$ cat src/rtl/uart_pkg.sv
// ---------------------------------------------------------------------------
// uart_pkg: state encoding and baud constants shared by the UART blocks. Rev 1.0
// ---------------------------------------------------------------------------
`default_nettype none

package uart_pkg;

  localparam int CLKS_PER_BIT_115200 = 434;

  localparam logic [1:0] c_st_idle  = 2'd0;
  localparam logic [1:0] c_st_start = 2'd1;
  localparam logic [1:0] c_st_data  = 2'd2;
  localparam logic [1:0] c_st_stop  = 2'd3;

endpackage

`default_nettype wire

$ cat src/rtl/sync_2ff.sv
// ---------------------------------------------------------------------------
// sync_2ff: two-flop synchronizer with selectable reset value. Rev 1.0
// ---------------------------------------------------------------------------
`default_nettype none

module sync_2ff #(
  parameter logic RESET_VAL = 1'b1
) (
  input  logic i_clk,
  input  logic i_rst,
  input  logic i_d,
  output logic o_q
);

  logic meta_q;
  logic sync_q;

  always_ff @(posedge i_clk or negedge i_rst) begin
    if (!i_rst) begin
      meta_q <= RESET_VAL;
      sync_q <= RESET_VAL;
    end else begin
      meta_q <= i_d;
      sync_q <= meta_q;
    end
  end

  assign o_q = sync_q;

endmodule

`default_nettype wire

$ cat src/rtl/uart_receive.sv
// ---------------------------------------------------------------------------
// uart_receive: 8N1 UART receiver with one-entry valid/ready output. Rev 1.0
// ---------------------------------------------------------------------------
`default_nettype none

module uart_receive
  import uart_pkg::*;
#(
  parameter int CLKS_PER_BIT = CLKS_PER_BIT_115200,
  parameter int DATA_BITS    = 8,
  parameter int CNT_W        = 9
) (
  input  logic                 i_clk,
  input  logic                 i_rst,
  input  logic                 i_rx,
  input  logic                 i_ready,
  output logic [DATA_BITS-1:0] o_data,
  output logic                 o_valid,
  output logic                 o_frame_err,
  output logic                 o_overrun,
  output logic                 o_busy
);

  localparam logic [CNT_W-1:0] c_cnt_last = CNT_W'(CLKS_PER_BIT - 1);
  localparam logic [CNT_W-1:0] c_cnt_half = CNT_W'((CLKS_PER_BIT - 1) / 2);
  localparam logic [2:0]       c_bit_last = 3'(DATA_BITS - 1);

  logic                 rx_s;
  logic [1:0]           state_q, state_d;
  logic [CNT_W-1:0]     cnt_q, cnt_d;
  logic [2:0]           bit_q, bit_d;
  logic [DATA_BITS-1:0] shift_q, shift_d;
  logic [DATA_BITS-1:0] data_q, data_d;
  logic                 valid_q, valid_d;
  logic                 ferr_q, ferr_d;
  logic                 ovr_q, ovr_d;
  logic                 hold_q, hold_d;
  logic                 busy_q, busy_d;
  logic                 w_accept;
  logic                 w_cnt_last;

  sync_2ff #(
    .RESET_VAL (1'b1)
  ) u_sync_rx (
    .i_clk (i_clk),
    .i_rst (i_rst),
    .i_d   (i_rx),
    .o_q   (rx_s)
  );

  assign w_accept   = valid_q & i_ready;
  assign w_cnt_last = (cnt_q == c_cnt_last);

  always_ff @(posedge i_clk or negedge i_rst) begin
    if (!i_rst) begin
      state_q <= c_st_idle;
      cnt_q   <= '0;
      bit_q   <= '0;
      shift_q <= '0;
      data_q  <= '0;
      valid_q <= 1'b0;
      ferr_q  <= 1'b0;
      ovr_q   <= 1'b0;
      hold_q  <= 1'b0;
      busy_q  <= 1'b0;
    end else begin
      state_q <= state_d;
      cnt_q   <= cnt_d;
      bit_q   <= bit_d;
      shift_q <= shift_d;
      data_q  <= data_d;
      valid_q <= valid_d;
      ferr_q  <= ferr_d;
      ovr_q   <= ovr_d;
      hold_q  <= hold_d;
      busy_q  <= busy_d;
    end
  end

  // hold_q keeps IDLE from arming while the line is still low after a bad stop bit
  always_comb begin
    state_d = state_q;
    case (state_q)
      c_st_idle:  if (!hold_q && !rx_s) state_d = c_st_start;
      c_st_start: if (cnt_q == c_cnt_half) state_d = rx_s ? c_st_idle : c_st_data;
      c_st_data:  if (w_cnt_last && bit_q == c_bit_last) state_d = c_st_stop;
      c_st_stop:  if (w_cnt_last) state_d = c_st_idle;
      default:    state_d = c_st_idle;
    endcase
  end

  always_comb begin
    cnt_d   = cnt_q;
    bit_d   = bit_q;
    shift_d = shift_q;
    data_d  = data_q;
    valid_d = w_accept ? 1'b0 : valid_q;
    ferr_d  = 1'b0;
    ovr_d   = ovr_q;
    hold_d  = hold_q;
    busy_d  = (state_d != c_st_idle);
    case (state_q)
      c_st_idle: begin
        cnt_d = '0;
        bit_d = '0;
        if (rx_s) hold_d = 1'b0;
      end
      c_st_start: begin
        cnt_d = (cnt_q == c_cnt_half) ? '0 : cnt_q + 1'b1;
      end
      c_st_data: begin
        if (w_cnt_last) begin
          cnt_d   = '0;
          shift_d = {rx_s, shift_q[DATA_BITS-1:1]};
          bit_d   = bit_q + 1'b1;
        end else begin
          cnt_d = cnt_q + 1'b1;
        end
      end
      c_st_stop: begin
        if (w_cnt_last) begin
          cnt_d = '0;
          if (rx_s) begin
            // A same-cycle accept frees the register, giving gapless validity
            if (!valid_q || i_ready) begin
              data_d  = shift_q;
              valid_d = 1'b1;
            end else begin
              ovr_d = 1'b1;
            end
          end else begin
            ferr_d = 1'b1;
            hold_d = 1'b1;
          end
        end else begin
          cnt_d = cnt_q + 1'b1;
        end
      end
      default: cnt_d = '0;
    endcase
  end

  assign o_data      = data_q;
  assign o_valid     = valid_q;
  assign o_frame_err = ferr_q;
  assign o_overrun   = ovr_q;
  assign o_busy      = busy_q;

endmodule

`default_nettype wire

$ cat config.mk
export PLATFORM = sky130hd
export DESIGN_NAME = uart_receive
export DESIGN_NICKNAME = d
export VERILOG_FILES = /design/src/rtl/uart_pkg.sv /design/src/rtl/sync_2ff.sv /design/src/rtl/uart_receive.sv
export SDC_FILE = /design/constraint.sdc
export NUM_CORES = 1
export LEC_CHECK = 0
export CAP_MARGIN = 25
export CORE_UTILIZATION = 44
export DETAILED_ROUTE_END_ITERATION = 16
export PLACE_DENSITY = 0.66
export RECOVER_POWER = 25
export SLEW_MARGIN = 10
export SYNTH_ARGS = -nofsm -noshare
export SYNTH_HDL_FRONTEND = slang
export SYNTH_SLANG_ARGS = --single-unit
$ cat constraint.sdc
create_clock -name i_clk -period 2.8 [get_ports i_clk]
set_clock_uncertainty 0.1 [all_clocks]
set_input_delay 0.56 -clock i_clk [delete_from_list [all_inputs] [get_ports i_clk]]
set_output_delay 0.56 -clock i_clk [all_outputs]
set_load 0.03 [all_outputs]
==> run metrics, run 1 <==
most frequent cells in the layout=dfrtp_1, mux2_2, nor2_1, clkdlybuf4s50_1, nand2_1; share of cells above drive strength 1=19.48%; RSZ-0062 raised after global routing=false; cts repair resizes=0; status=complete, no violations; commonest non-fill, non-tap cell in the layout=dfrtp_1; Clock Path Buffers=2; Peak Freq=453.2 MHz; postcts setup bufs=0; max-slew violation count=0; total of max-cap violations=0; Mapped Area=1640 um2; fin util=56.60%; ys async rst share=100.0%; vias per inst=5.310; Max transition margin=40.76%; vias=1062; CP max stage delay=0.61 ns; slowest cell on the critical path=nor4_4; storage element area=928.4 um2; RePlAce Congestion=0.7665; H-tree depth=2; CORE AREA=3442 um2; critical path data arrival time=2.29 ns; Layout area overhead=18.76%; Setup CP Type=flop to flop; Hold Crit Start=u_sync_rx.meta_q$_DFF_PN1_; routed wire length=2849 um; root buf cell=clkbuf_8; number of antenna violations at the first check in global routing=0; final setup margin=0.5936 ns; Buffers on Ports=15; final worst path period share=78.80%; Initial DRC Count=44; Die Y=63.06 um; simple logic cell fraction of the synthesized area=16.09%; hold_ws=0.2617 ns; Final Hold Vio Count=0; Synth Area in Compound Gates=6.026%; largest family of logic cells by synthesized area=simple AND/OR/NAND/NOR gates; Worst EP required=2.88 ns; Setup crit end kind=flop; Synth Area in Adders=3.814%; Initial Utilization=47.66%; crit-path max FO=10; TritonCTS Sinks=37; FP Rows=21; CTS tree=yes; Synth cell types=34; global-route usage over all layers=17.13%; DIE AREA=3976 um2; Worst-Margin Slew=0.8886 ns; Overflow after GRT=0; crit path cell chain=and4bb_1, nand4_4, nor4_4, mux2_2; Syn Inst Count=134; total negative slack=0 ns; Seq/Total Area, Yosys=56.60%; predominant post-synthesis flop cell=dfrtp_1; Routed WL per cell=14.25 um; first-pass GRT wire length=5154 um; Post-Place Setup Slack=0.5991 ns; CP Buf/Inv Count=0; DRC=0; LEAKAGE=0.8753 nW; hold buffer count at CTS=0; R2R setup slack=0.59 ns; post-synthesis net count=143; final setup vio count=0; DRT antenna net count=0; yosys warns=0; largest net degree at the start of global routing=38; filler cell count=305; CP startpoint=cnt_q[6]$_DFF_PN0_; I/O pin cnt=16; multi-input logic area=676.9 um2; worst-skew pair later-pin latency=0.29 ns; IR drop worst, VDD=337.9 uV; minimum clock period=2.206 ns; DRT Pass-1 Iters=3; final net count=162; synthesized flop and latch total=37; post-detail-place hpwl=1966 um; Hold Path Class=flop to flop; RR Startpoint=cnt_q[6]$_DFF_PN0_; via count of the first global-routing pass=1124; Num CTS Buffers=5; clk slew on worst S/H paths=0.07 ns; # diodes=0; kind of start point of the critical path=flop; number of flops mapped to enable cells by yosys=0; DIE WIDTH=63.06 um; multiplexer share of the synthesized area=11.59%; XOR/XNOR Fraction of Synth Area=3.738%; Power per Cell Area=517.6 nW/um2; critical path's top delay family=simple AND/OR/NAND/NOR gates; syn_area_per_cell=12.24 um2
## power by group
part	internal (W)	switching, W	total, W
combinational	0.00000377	0.0000113	0.0000151
sequential	0.000537	0.00000227	0.000539
clock	0.000267	0.000187	0.000454
## worst register-to-register path: stages (launching register included)
cell and delay [ns]:
dfrtp_1 0.43, and4bb_1 0.35, nand4_4 0.20, nor4_4 0.61
mux2_2 0.40
## stage by stage
stage          instances  area [um2]  power (W)
3_5_place_dp         192        1839  0.0005662
2_1_floorplan        134        1640  0.0005502
5_1_grt              200        1948   0.001044
3_3_place_gp         192        1839  0.0005659
6_report             200        1948   0.001008
4_1_cts              200        1951   0.001024
## registers in the layout, summed over array words and instances, names as in the netlist
signal / flops
shift_q: 8
u_sync_rx.o_q: 1
u_sync_rx.meta_q: 1
o_busy: 1
o_frame_err: 1
o_overrun: 1
o_valid: 1
cnt_q: 9
hold_q: 1
bit_q: 3
state_q: 2
o_data: 8
## kinds of logic after synthesis
family	count (synthesis)
DFF	37
adders and majority gates	5
and+or+nand+nor	47
buffers and inverters	9
AOI/OAI and AO/OA	12
xor gates and xnor gates	7
muxes	17
## cells in the mapped netlist (2+ instances only)
library cell,count,area [um2]
inv_1,5,18.77
dfrtp_1,35,875.8
clkbuf_1,3,11.26
nor3_1,2,10.01
dfstp_2,2,52.55
xor2_1,2,17.52
nand4_1,2,12.51
nand3_1,7,35.03
mux2_2,16,180.2
o31ai_1,2,15.01
xnor2_1,5,43.79
o211ai_1,2,15.01
nand2_1,9,33.78
nand2b_1,2,12.51
nor2_1,15,56.30
nor2b_1,3,18.77
ha_1,5,62.56
## area by class of cell
| type | count | share of cell area (%) |
|---|---|---|
| clock inverters | 2 | 1.991 |
| inverters | 5 | 0.9634 |
| well taps | 46 | 2.954 |
| multi-input cells | 88 | 34.75 |
| clock buffers | 6 | 3.725 |
| flip-flops and latches | 37 | 47.66 |
| repair buffers | 16 | 7.964 |
## layer usage
layer	vias up	GRT usage, %	part of all wire [%]
met5	-	0	0
met1	529	21.22	47
li1	513	-	-
met3	6	5.435	2.6
met4	0	7.849	2.4
met2	14	27.15	48
## path summary, 6_finish.rpt
path,to,cells after the start
worst max register to register,o_data[4]$_DFFE_PN0P_,4
worst min-delay path,u_sync_rx.o_q$_DFF_PN1_,0
worst min register to register,u_sync_rx.o_q$_DFF_PN1_,0
min in group asynchronous,shift_q[0]$_DFFE_PN0P_,2
worst max-delay path,o_data[4]$_DFFE_PN0P_,4
max in group asynchronous,cnt_q[1]$_DFF_PN0_,2
(Power assumes the default switching activity.)
==> run 2, diff against run 1 <==
Settings changed: PLACE_DENSITY 0.66 to 0.69.
Clock period 2.8 ns to 1.9 ns, I/O delays scaled along.
==> run 2 against run 1 <==
  * Die area stayed put
  * Largest cell class unchanged
  * Combinational power is 71% higher
  * Via count is 3.9% higher
  * Clock-buffer cell count stayed put
  * Critical path type is now flop to output port
  * Sequential share of layout area is 2.9 points lower
  * Sequential power is 47% higher
  * Setup slack worse by 0.50 ns
==> run metrics, run 2 (synthesized netlist as in run 1, its figures left out) <==
status=complete, no violations (unchanged); via count of the first global-routing pass=1143 (was 1124); filler cell count=272 (was 305); final non-filler cell total=214 (was 200); final net count=176 (was 162); Hold Path Class=flop to flop (unchanged); Hold Crit Start=u_sync_rx.meta_q$_DFF_PN1_ (unchanged); LEAKAGE=0.9518 nW (was 0.8753 nW); DIE AREA=3976 um2 (unchanged); Clock Power Share=46.0% (was 45.0%); P_sw=0.0002899 W (was 0.0002005 W); DRC=0 (unchanged); Peak Freq=554.6 MHz; clk slew on worst S/H paths=0.07 ns (about the same); FP Rows=21 (unchanged); crit path cell chain=clkdlybuf4s50_1 (was and4bb_1, nand4_4, nor4_4, mux2_2); global-route usage over all layers=16.83% (was 17.13%); I/O pin cnt=16 (unchanged); Die Y=63.06 um (unchanged); max reg flops=9 (unchanged); Clock Path Buffers=2 (unchanged); largest net degree at the start of global routing=38 (unchanged); minimum clock period=1.803 ns; number of antenna violations at the first check in global routing=0 (unchanged); Buffers on Ports=15 (unchanged); Comb pwr share=1.7% (was 1.5%); Power per Cell Area=728.7 nW/um2 (was 517.6 nW/um2); IR drop worst, VDD=435.7 uV (was 337.9 uV); CP Buf/Inv Count=1 (was 0); DRT Pass-1 Iters=4 (was 3); Sw Ratio=19.14% (was 19.89%); total negative slack=0 ns (unchanged); FF-to-FF path depth=6 (was 4); Overflow after GRT=0 (unchanged); Worst EP required=1.42 ns (was 2.88 ns); largest reg by FF count=cnt_q (unchanged); crit-path max FO=2 (was 10); total of max-cap violations=0 (unchanged); root buf cell=clkbuf_8 (unchanged); CP max stage delay=0.69 ns (was 0.61 ns); Layout area overhead=26.70% (was 18.76%); H-tree depth=2 (unchanged); hold buffer count at CTS=0 (unchanged); DIE WIDTH=63.06 um (unchanged); final setup margin=0.09683 ns (was 0.5936 ns); vias per inst=5.154 (was 5.310); vias=1103 (was 1062); most frequent cells in the layout=dfrtp_1, mux2_2, nor2_1, clkdlybuf4s50_1, buf_4 (was dfrtp_1, mux2_2, nor2_1, clkdlybuf4s50_1, nand2_1); # diodes=0 (unchanged); Setup crit end kind=output port (was flop); max-slew violation count=0 (unchanged); slowest cell on the critical path=clkdlybuf4s50_1 (was nor4_4); Setup CP Type=flop to output port (was flop to flop); commonest non-fill, non-tap cell in the layout=dfrtp_1 (unchanged); CORE AREA=3442 um2 (unchanged); Flop pwr share=52.3% (was 53.5%); share of cells above drive strength 1=29.17% (was 19.48%); DRT antenna net count=0 (unchanged); critical path's top delay family=buffers and inverters (was simple AND/OR/NAND/NOR gates); Final Hold Vio Count=0 (unchanged); placed cell count=203 (was 192); Routed WL per cell=13.11 um (was 14.25 um); worst hold path depth=0 (unchanged); Post-Place Setup Slack=0.03098 ns (was 0.5991 ns); Num CTS Buffers=5 (unchanged); critical path depth=1 (was 4); final setup vio count=0 (unchanged); Worst-Margin Slew=0.8662 ns (was 0.8886 ns); first-pass GRT wire length=5092 um (was 5154 um); post-detail-place hpwl=2023 um (was 1966 um); CTS tree=yes (unchanged); critical path data arrival time=1.32 ns (was 2.29 ns); final worst path period share=94.90%; RePlAce Congestion=0.8146 (was 0.7665); kind of start point of the critical path=flop (unchanged); worst-skew pair later-pin latency=0.29 ns (about the same); Initial DRC Count=30 (was 44); Cell Int Power=0.001225 W (was 0.0008078 W); CP startpoint=o_data[5]$_DFFE_PN0P_ (was cnt_q[6]$_DFF_PN0_); TritonCTS Sinks=37 (unchanged); Max transition margin=42.25% (was 40.76%); Initial Utilization=47.66% (unchanged); routed wire length=2805 um (was 2849 um); RR Startpoint=cnt_q[1]$_DFF_PN0_ (was cnt_q[6]$_DFF_PN0_)
==> run 2: area by class of cell <==
type | instances | area, um2 | share of cell area (%)
Clock buffer | 6 | 82.58 | 3.974
Clock inverter | 2 | 37.54 | 1.806
Inverter | 5 | 18.77 | 0.9031
Multi-Input combinational cell | 88 | 688.2 | 33.11
Sequential cell | 37 | 929.6 | 44.73
Tap cell | 46 | 57.56 | 2.769
Timing Repair Buffer | 30 | 264.0 | 12.70
==> run 2: worst paths after layout <==
path | slack, ns | endpoint
max | 0.1 | o_data[5]
min | 0.26 | u_sync_rx.o_q$_DFF_PN1_
max reg2reg | 0.1 | state_q[1]$_DFF_PN0_
min reg2reg | 0.26 | u_sync_rx.o_q$_DFF_PN1_
max in group asynchronous | 0.46 | cnt_q[4]$_DFF_PN0_
min in group asynchronous | 0.64 | o_data[3]$_DFFE_PN0P_
==> run 2: power by group through the flow <==
stage | registers [W] | clock network [W] | logic (W)
6_report | 0.000792 | 0.000697 | 0.0000258
5_1_grt | 0.000792 | 0.000755 | 0.0000305
4_1_cts | 0.000792 | 0.000717 | 0.0000324
3_5_place_dp | 0.000807 | 0 | 0.0000323
3_3_place_gp | 0.000807 | 0 | 0.0000319
2_1_floorplan | 0.000807 | 0 | 0.00000414
==> run 2: metrics by stage <==
stage                     hold WS, ns  total power (W)  area [um2]  utilization (%)
final                          0.2627         0.001514        2078            60.38
after global routing           0.2652         0.001578        2078            60.38
after CTS                      0.2646         0.001542        2054            59.69
after detailed placement       0.2541        0.0008395        1934            56.20
after global placement         0.2493        0.0008389        1934            56.20
after floorplan              -0.01559        0.0008108        1640                -
==> run 2: worst reg2reg max path, stage by stage (launching register included) <==
cell	delay [ns]
dfrtp_1	0.40
inv_1	0.09
ha_1	0.16
nand2b_1	0.06
or4_4	0.42
buf_4	0.16
o41ai_1	0.29
==> run 2: timing repair <==
| action | in CTS | in global routing |
|---|---|---|
| buffers inserted | 0 | 3 |
| gates resized for setup | 0 | 5 |
| endpoints found under the setup margin | 0 | 18 |
==> run 2: metal layers <==
metal  share of wire [%]  vias up  GRT usage [%]  wire length [um]
met1                  44      537          19.71              1236
met2                  50       27          27.69              1396
met4                 2.1        0          8.140                59
met3                 4.0        5          5.435               112
met5                   0        -              0                 0
li1                    -      534              -                 -
